<file path="config.mk">
export PLATFORM = sky130hd
export DESIGN_NAME = br_port_arbiter
export DESIGN_NICKNAME = d
export VERILOG_FILES = /design/src/rtl/br_port_arbiter_pkg.sv /design/src/rtl/br_port_arbiter.sv
export SDC_FILE = /design/constraint.sdc
export NUM_CORES = 1
export LEC_CHECK = 0
export CORE_MARGIN = 5
export CORE_UTILIZATION = 44
export CTS_CLUSTER_DIAMETER = 30
export CTS_CLUSTER_SIZE = 20
export DETAILED_ROUTE_END_ITERATION = 10
export PLACE_DENSITY_LB_ADDON = 0.05
export SETUP_SLACK_MARGIN = 0.5
export SKIP_CTS_REPAIR_TIMING = 1
export SLEW_MARGIN = 20
export SYNTH_ARGS = -nofsm -noshare
export SYNTH_HDL_FRONTEND = slang
export SYNTH_SLANG_ARGS = --single-unit
</file>
<file path="constraint.sdc">
create_clock -name clock -period 2.9 [get_ports clock]
set_input_delay 0.87 -clock clock [delete_from_list [all_inputs] [get_ports clock]]
set_output_delay 0.87 -clock clock [all_outputs]
set_load 0.005 [all_outputs]
</file>
<file path="src/rtl/br_port_arbiter_pkg.sv">
// Shared processor definitions: register-bank defaults and the port arbiter FSM states.
package br_port_arbiter_pkg;

    localparam int unsigned BR_WIDTH         = 16;
    localparam int unsigned BR_END_REGISTROS = 2;
    localparam int unsigned WAIT_CNT_BITS    = 3;

    typedef enum logic [1:0] {
        IDLE   = 2'd0,
        ACCESS = 2'd1,
        RESP   = 2'd2
    } arb_state_t;

    function automatic logic [WAIT_CNT_BITS-1:0] sat_inc(
        input logic [WAIT_CNT_BITS-1:0] value,
        input logic [WAIT_CNT_BITS-1:0] limit
    );
        return (value >= limit) ? limit : value + 3'd1;
    endfunction

endpackage

</file>
<file path="src/rtl/br_port_arbiter.sv">
// Two-requester arbiter in front of the register bank: core has priority, the debug
// loader is forced through after MAX_WAIT consecutive core wins.
module br_port_arbiter
    import br_port_arbiter_pkg::*;
#(
    parameter int unsigned WIDTH         = BR_WIDTH,
    parameter int unsigned END_REGISTROS = BR_END_REGISTROS,
    parameter int unsigned MAX_WAIT      = 4
) (
    input  logic                     clock,
    input  logic                     reset,
    input  logic                     core_req,
    input  logic                     dbg_req,
    input  logic                     core_we,
    input  logic                     dbg_we,
    input  logic [END_REGISTROS-1:0] core_sel_a,
    input  logic [END_REGISTROS-1:0] dbg_sel_a,
    input  logic [END_REGISTROS-1:0] core_sel_b,
    input  logic [END_REGISTROS-1:0] dbg_sel_b,
    input  logic [WIDTH-1:0]         core_wdata,
    input  logic [WIDTH-1:0]         dbg_wdata,
    output logic                     core_ack,
    output logic                     dbg_ack,
    output logic [WIDTH-1:0]         rd_a,
    output logic [WIDTH-1:0]         rd_b,
    output logic                     br_hab_escrita,
    output logic [END_REGISTROS-1:0] br_sel_e_sa,
    output logic [END_REGISTROS-1:0] br_sel_sb,
    output logic [WIDTH-1:0]         br_e,
    input  logic [WIDTH-1:0]         br_a,
    input  logic [WIDTH-1:0]         br_b,
    output logic                     busy
);

    localparam logic [WAIT_CNT_BITS-1:0] MAX_W = WAIT_CNT_BITS'(MAX_WAIT);

    arb_state_t               state, state_next;
    logic [WAIT_CNT_BITS-1:0] wait_cnt, wait_cnt_next;
    logic                     arb_edge;
    logic                     dbg_wins;
    logic                     win_dbg;
    logic                     we_q;

    always_comb begin
        state_next    = state;
        wait_cnt_next = wait_cnt;
        arb_edge      = (state == IDLE) && (core_req || dbg_req);
        dbg_wins      = dbg_req && (!core_req || (wait_cnt == MAX_W));

        unique case (state)
            IDLE:    if (core_req || dbg_req) state_next = ACCESS;
            ACCESS:  state_next = RESP;
            RESP:    state_next = IDLE;
            default: state_next = IDLE;
        endcase

        // Starvation counter only moves on arbitration edges.
        if (arb_edge) begin
            if (dbg_wins || !dbg_req) wait_cnt_next = '0;
            else                      wait_cnt_next = sat_inc(wait_cnt, MAX_W);
        end

        busy           = (state != IDLE);
        br_hab_escrita = (state == ACCESS) && we_q;
        core_ack       = (state == RESP) && !win_dbg;
        dbg_ack        = (state == RESP) && win_dbg;
    end

    // The latched selects/data double as the bank outputs, so they hold outside ACCESS.
    always_ff @(posedge clock or negedge reset) begin
        if (!reset) begin
            state       <= IDLE;
            wait_cnt    <= '0;
            win_dbg     <= 1'b0;
            we_q        <= 1'b0;
            br_sel_e_sa <= '0;
            br_sel_sb   <= '0;
            br_e        <= '0;
            rd_a        <= '0;
            rd_b        <= '0;
        end else begin
            state    <= state_next;
            wait_cnt <= wait_cnt_next;
            if (arb_edge) begin
                win_dbg     <= dbg_wins;
                we_q        <= dbg_wins ? dbg_we     : core_we;
                br_sel_e_sa <= dbg_wins ? dbg_sel_a  : core_sel_a;
                br_sel_sb   <= dbg_wins ? dbg_sel_b  : core_sel_b;
                br_e        <= dbg_wins ? dbg_wdata  : core_wdata;
            end
            if ((state == ACCESS) && !we_q) begin
                rd_a <= br_a;
                rd_b <= br_b;
            end
        end
    end

endmodule

</file>
==> results of run 1 <==
==> path summary, 6_finish.rpt <==
check,from,end,cells after the start
setup / recovery,state[0]$_DFFE_PN0P_,busy,4
hold / removal,state[1]$_DFFE_PN0P_,state[1]$_DFFE_PN0P_,1
setup reg to reg,state[0]$_DFFE_PN0P_,br_sel_e_sa[0]$_DFFE_PN0P_,7
hold reg to reg,state[1]$_DFFE_PN0P_,state[1]$_DFFE_PN0P_,1
max in group asynchronous,reset,rd_b[8]$_DFFE_PN0P_,2
min in group asynchronous,reset,rd_a[3]$_DFFE_PN0P_,1
==> cells by family after synthesis <==
kind of cell	after synthesis	synth area share, %
buffers and inverters	44	8.454
muxes	34	17.90
AOI/OAI and AO/OA	25	7.776
adders and majority gates	2	0.9040
and+or+nand+nor	54	11.62
DFF	59	53.35
==> sequential cells by signal, summed over array words and instances, names as in the netlist <==
name and count:
rd_b 16, br_e 16, rd_a 16, state 2, wait_cnt 3, we_q 1, br_sel_sb 2, win_dbg 1
br_sel_e_sa 2
==> worst register-to-register path, stage by stage (launching register included) <==
cell and delay [ns]:
dfrtp_1 0.40, buf_4 0.14, nor2_2 0.09, buf_4 0.38, nand2_1 0.18, inv_2 0.23, buf_4 0.23, o221ai_1 0.13
==> per-layer routing <==
layer / vias to the layer above / routed length (um) / global-route usage, %
li1: 1059 / - / -
met1: 1056 / 2970 / 23.20
met2: 93 / 3434 / 30.27
met3: 8 / 604 / 5.346
met4: 0 / 94 / 7.578
met5: - / 0 / 0
==> metrics by stage <==
| step | util, % | total power, mW |
|---|---|---|
| 2_1_floorplan | - | 2.668 |
| 3_3_place_gp | 68.11 | 3.638 |
| 3_5_place_dp | 68.11 | 3.689 |
| 4_1_cts | 71.32 | 4.442 |
| 5_1_grt | 71.55 | 4.674 |
| 6_report | 71.55 | 4.386 |
==> cell usage in the layout, fill, tap and decap left out, drive strengths merged, types with 3 or more instances in the layout <==
cell type / Yosys / routed
buf: 10 / 9
clkinv: 0 / 3
mux2: 34 / 34
and2: 3 / 3
inv: 26 / 26
clkbuf: 8 / 11
clkdlybuf4s50: 0 / 130
nand4: 21 / 21
dfrtp: 59 / 59
nand3: 21 / 21
o221ai: 21 / 21
==> layout make-up <==
class / count / area share, %
Inverter: 26 / 2.263
Sequential cell: 59 / 34.27
Multi-Input combinational cell: 115 / 24.52
Timing Repair Buffer: 141 / 32.27
Clock buffer: 11 / 3.279
Tap cell: 75 / 2.176
Clock inverter: 5 / 1.219
==> report_power, final <==
group | switching (mW) | total [mW] | internal (mW) | leakage (nW)
Combinational | 0.771 | 2.17 | 1.40 | 1.08
Clock | 0.311 | 0.726 | 0.416 | 0.0991
Sequential | 0.241 | 1.48 | 1.24 | 0.711
Total | 1.32 | 4.39 | 3.06 | 1.89
==> key figures, run 1 <==
STA
  • Slew Viols, Final: 0
  • Setup TNS: 0 ns
  • Max Fclk: about 430 MHz
  • Worst slew pin tran: 0.7536 ns
  • Fin Hold WS: between 0.4 and 0.5 ns
  • Setup slack after layout: roughly 0.55 ns
  • Endpoints failing setup: 0
  • RSZ-0062 raised after global routing: true
  • Final period util: between 80% and 90%
  • Clock Skews: roughly 0.0093 ns
  • Hold Violations, Final: 0
  • Slew HR: 49.76%
  • Period minus WS final: 2.351 ns

Layout
  • Post-Layout Inst Area: 4312 um^2
  • # diodes: 0
  • Filler Cell Count: between 400 and 500
  • Share of cells above drive strength 1: between 10% and 20%
  • NumNets Final: ~430
  • Non-filler cells, final: 432
  • Multi-input logic area: roughly 1100 um^2
  • FF/Latch Area: 1478 um^2
  • Area grow syn2layout: 55.79%

Setup path
  • Worst Setup End Kind: primary output
  • Sum of buffers and inverters on the critical path: 3
  • CP max stage cell: clkdlybuf4s50_1
  • Top delay family on crit path: buffers and inverters
  • Critical path class: flop to primary output
  • Worst reg2reg setup slack: 0.97 ns
  • CP cell instances: buf_4 > nor2_2 > inv_1 > clkdlybuf4s50_1
  • Arrival time at the worst endpoint: around 1.5 ns
  • Worst Path Required: 2.03 ns
  • CP startpoint kind: flop
  • Critical path peak fanout: 4
  • Largest stage delay, worst path: around 0.46 ns

Die
  • Die footprint: roughly 8000 um^2
  • Die Y: about 89 um
  • # IOs: 134
  • Core Box Area: about 6000 um^2
  • Initial core utilization: between 40 and 50%
  • Die Wd: approximately 89 um
  • Cell Rows: 28

Yosys
  • Yosys cell types: 29
  • Mean Syn Cell Area: between 10 and 15 um^2
  • Post-synth ARST share: 100.0%
  • Most frequent cell after synthesis: dfrtp_1
  • Syn_nets: between 200 and 300
  • Cells after Synth: approximately 220
  • Area share of the largest cell type after synthesis: between 50% and 60%
  • Seq cells post-synth: 59
  • Top post-synthesis cells by area: dfrtp_1 53%, mux2_4 16%, o221ai_1 6.6%, nand4_1 4.7%, nand3_1 3.8%
  • EDFF count, synth: 0
  • Synth warn: 0
  • Biggest area consumer among synthesized cells: dfrtp_1
  • Post-synthesis cell area: roughly 2800 um^2
  • Synth top cells by count: 59 x dfrtp_1, 30 x mux2_4, 25 x inv_1
  • Post-synthesis sequential area ratio: a little over half
  • Post-synth top flop: dfrtp_1

Clock tree
  • CTS Sinks: 59
  • CTS root buf: clkbuf_8
  • Maximum clock path buffer count: 2
  • CTS tree: built
  • Clock slew at reported path FFs: ~0.07 ns
  • TritonCTS Buffers: 9
  • CTS H-tree depth: 3
  • Clock latency on the worst-skew pair: about 0.33 ns

Place
  • Buffers added on ports: roughly 130
  • Dpl cell area: 4104 um^2
  • Dpl cells: 415
  • Gpl congestion: between 0.7 and 0.8
  • Place WS: 0.3198 ns
  • Dpl hpwl: ~5300 um

GRT
  • Tot GR Track Use: 18.56%
  • Gr ovfl total: 0
  • Global-route wire length before repair: about 11,000 um
  • Initial antenna violation count: 0
  • Largest net degree at the start of global routing: 45
  • Vias in the first global route: between 2,000 and 2,500

Routing
  • Number of remaining DRC errors: 0
  • Post-Route WL: ~7100 um
  • Initial DRT Pass Iterations: 4
  • Vias after detailed routing: approximately 2,200
  • Drt initial violations: 64
  • Via/cell ratio: just over 5
  • Routed Antenna Nets: 0
  • Routed wire length per instance: 16.44 um

Pwr
  • Power per Cell Area: 1017 nW/um^2
  • Worst VDD drop: ~0.58 mV
  • Leak: about 1.9 nW

Status
  • Outcome: finished clean

Flow run
  • MaxCap Viol Count: 0

Worst hold path
  • HP Class: flop to flop
(Power assumes the default switching activity.)
==> run 2, diff against run 1 <==
Settings changed: CORE_UTILIZATION 44 to 41.
Clock period 2.9 ns to 2.2 ns, I/O delays scaled along.
==> run 2 against run 1 <==
  * Clock power up 64%
  * Register-to-register slack worse by 0.42 ns
  * Sequential share of layout area down 3.0 points
  * Non-clock buffer count up 14
  * Global-route usage down 1.5 points
  * Design area up 9.6%
  * Count of clock-buffer cells in the layout unchanged
  * Setup slack worse by 0.16 ns
  * Combinational power up 41%
  * Total power up 42%
  * Clock skew up 0.0010 ns
  * First-iteration DRC count down 50%
  * Largest cell class is now non-clock buffers
  * Largest power group unchanged
==> key figures, run 2 (same netlist as run 1, synthesis figures left out) <==
Status
  • Outcome: finished clean

Flow run
  • MaxCap Viol Count: 0 (unchanged)

Routing
  • Drt initial violations: 32 (-50%)
  • Number of remaining DRC errors: 0 (unchanged)
  • Post-Route WL: 7361 um (+3.6%)
  • Routed Antenna Nets: 0 (unchanged)
  • Via/cell ratio: 5.069 (-1.2%)
  • Initial DRT Pass Iterations: 4 (unchanged)
  • Routed wire length per instance: 16.32 um (-0.75%)
  • Vias after detailed routing: 2,286 (+3.2%)

Clock tree
  • CTS tree: built
  • Maximum clock path buffer count: 2 (unchanged)
  • CTS Sinks: 59 (unchanged)
  • Clock latency on the worst-skew pair: 0.32 ns (about the same)
  • CTS root buf: clkbuf_8
  • TritonCTS Buffers: 9 (unchanged)
  • CTS H-tree depth: 3 (unchanged)
  • Clock slew at reported path FFs: 0.07 ns (about the same)

Die
  • Die Wd: 92.16 um (+3.2%)
  • Die Y: 92.16 um (+3.2%)
  • # IOs: 134 (unchanged)
  • Initial core utilization: 41.42% (-4.5 points)
  • Cell Rows: 30 (+7.1%)
  • Die footprint: 8493 um^2 (+6.5%)
  • Core Box Area: 6681 um^2 (+11%)

Pwr
  • Worst VDD drop: 0.6869 mV (+19%)
  • Total power draw: 6.215 mW (+42%)
  • Power per Cell Area: 1315 nW/um^2 (+29%)
  • Sw Share: 29.86% (-0.32 points)
  • Combinational Power Share: 49.3% (-0.3 points)
  • Switching power: 1.856 mW (+40%)
  • Leak: 2.543 nW (+35%)
  • Internal power: 4.359 mW (+42%)
  • Flop pwr share: 31.5% (-2.4 points)
  • Clk pwr share: 19.2% (+2.6 points)

STA
  • Worst slew pin tran: 0.5913 ns (-0.1622 ns)
  • Hold Violations, Final: 0 (unchanged)
  • RSZ-0062 raised after global routing: true
  • Slew Viols, Final: 0 (unchanged)
  • Slew HR: 60.58% (+11 points)
  • Period minus WS final: 1.810 ns
  • Max Fclk: 552.6 MHz
  • Clock Skews: 0.01030 ns (+0.001011 ns)
  • Final period util: between 80% and 90%
  • Endpoints failing setup: 0 (unchanged)

Setup path
  • Reg2Reg Launch Point: state[0]$_DFFE_PN0P_
  • Arrival time at the worst endpoint: 1.15 ns (-0.33 ns)
  • Worst Setup End Kind: primary output
  • Reg2reg end: rd_b[15]$_DFFE_PN0P_
  • CP startpoint kind: flop
  • Top delay family on crit path: flip-flops
  • Critical path peak fanout: 4 (unchanged)
  • Worst reg2reg setup slack: 0.55 ns (-0.42 ns)
  • Largest stage delay, worst path: 0.45 ns (about the same)
  • Critical path class: flop to primary output
  • CP cell instances: nor2b_4 > and2_4 > buf_6
  • Reg2reg path depth: 3 (-4)
  • Worst Path Required: 1.54 ns (-0.49 ns)
  • CP max stage cell: dfrtp_2
  • Sum of buffers and inverters on the critical path: 1 (-2)

Layout
  • # diodes: 0 (unchanged)
  • Share of cells above drive strength 1: 26.42% (+7.9 points)
  • Multi-input logic area: 1139 um^2 (+7.7%)
  • Filler Cell Count: 490 (+8.2%)
  • Final Core Density: 70.75% (-0.80 points)
  • Area grow syn2layout: 70.80%
  • Commonest non-fill, non-tap cell in the layout: clkdlybuf4s50_1
  • NumNets Final: 446 (+3.2%)
  • Largest regs: br_e (16), rd_a (16), rd_b (16)
  • Commonest non-fill, non-tap cells in the layout: 75 x clkdlybuf4s50_1, 57 x dfrtp_1, 54 x dlymetal6s2s_1, 30 x mux2_4, 24 x inv_1
  • FF/Latch Area: 1479 um^2 (about the same)

GRT
  • Largest net degree at the start of global routing: 45 (unchanged)
  • Vias in the first global route: 2,338 (-0.38%)
  • Tot GR Track Use: 17.10% (-1.5 points)
  • Initial antenna violation count: 0 (unchanged)
  • Gr ovfl total: 0 (unchanged)
  • Global-route wire length before repair: 11,500 um (+3.0%)

Place
  • Gpl congestion: 0.7624 (-1.6%)
  • Buffers added on ports: 133 (unchanged)
  • Dpl hpwl: 5221 um (-0.85%)

Worst hold path
  • HP Class: primary input to async pin
## run 2: area by class of cell
class | count | area share, %
clock buffer | 11 | 2.991
clock inverter | 5 | 2.118
inverter | 26 | 2.065
multi-input combinational | 115 | 24.09
sequential | 59 | 31.29
tap | 80 | 2.118
timing repair buffer | 155 | 35.34
## run 2: through the flow
stage	hold WS [ns]	instance area [um^2]	setup TNS, ns	cells	setup slack (ns)
6_report	0.3044	4727	0	451	0.3903
3_5_place_dp	0.4947	4150	0	422	0.07616
2_1_floorplan	0.3644	2768	0	218	0.6293
5_1_grt	0.3242	4727	0	451	0.3272
4_1_cts	0.3092	4392	-0.04028	438	-0.02618
3_3_place_gp	0.4879	4150	0	422	0.1477
## run 2: power groups by stage
| stage | sequential (mW) | clock (mW) | combinational (mW) |
|---|---|---|---|
| 5_1_grt | 2.03 | 1.27 | 3.31 |
| 4_1_cts | 1.96 | 1.22 | 2.91 |
| 2_1_floorplan | 1.98 | 0 | 1.54 |
| 3_5_place_dp | 1.96 | 0 | 2.90 |
| 3_3_place_gp | 1.94 | 0 | 2.88 |
| 6_report | 1.96 | 1.19 | 3.06 |
## run 2: worst max-delay path by stage
stage | from | depth (start not counted) | end
detailed placement | dbg_req | 6 | br_e[9]$_DFFE_PN0P_
CTS | state[1]$_DFFE_PN0P_ | 3 | br_hab_escrita
floorplan | core_req | 4 | br_e[10]$_DFFE_PN0P_
global placement | dbg_req | 6 | br_e[6]$_DFFE_PN0P_
global route | state[0]$_DFFE_PN0P_ | 3 | br_hab_escrita
finish | state[0]$_DFFE_PN0P_ | 3 | br_hab_escrita
## run 2: worst register-to-register path, delay by kind of cell (launching register included)
kind          cells  cell delay, ns
mux               1            0.41
flops             1            0.42
simple gates      2            0.72
## run 2: metal layers
layer | part of all wire (%) | vias to the layer above | GRT usage [%]
met5 | 0 | - | 0
met4 | 0.69 | 0 | 6.064
met3 | 7.6 | 6 | 6.563
met2 | 49 | 88 | 26.58
met1 | 43 | 1107 | 21.72
li1 | - | 1085 | -
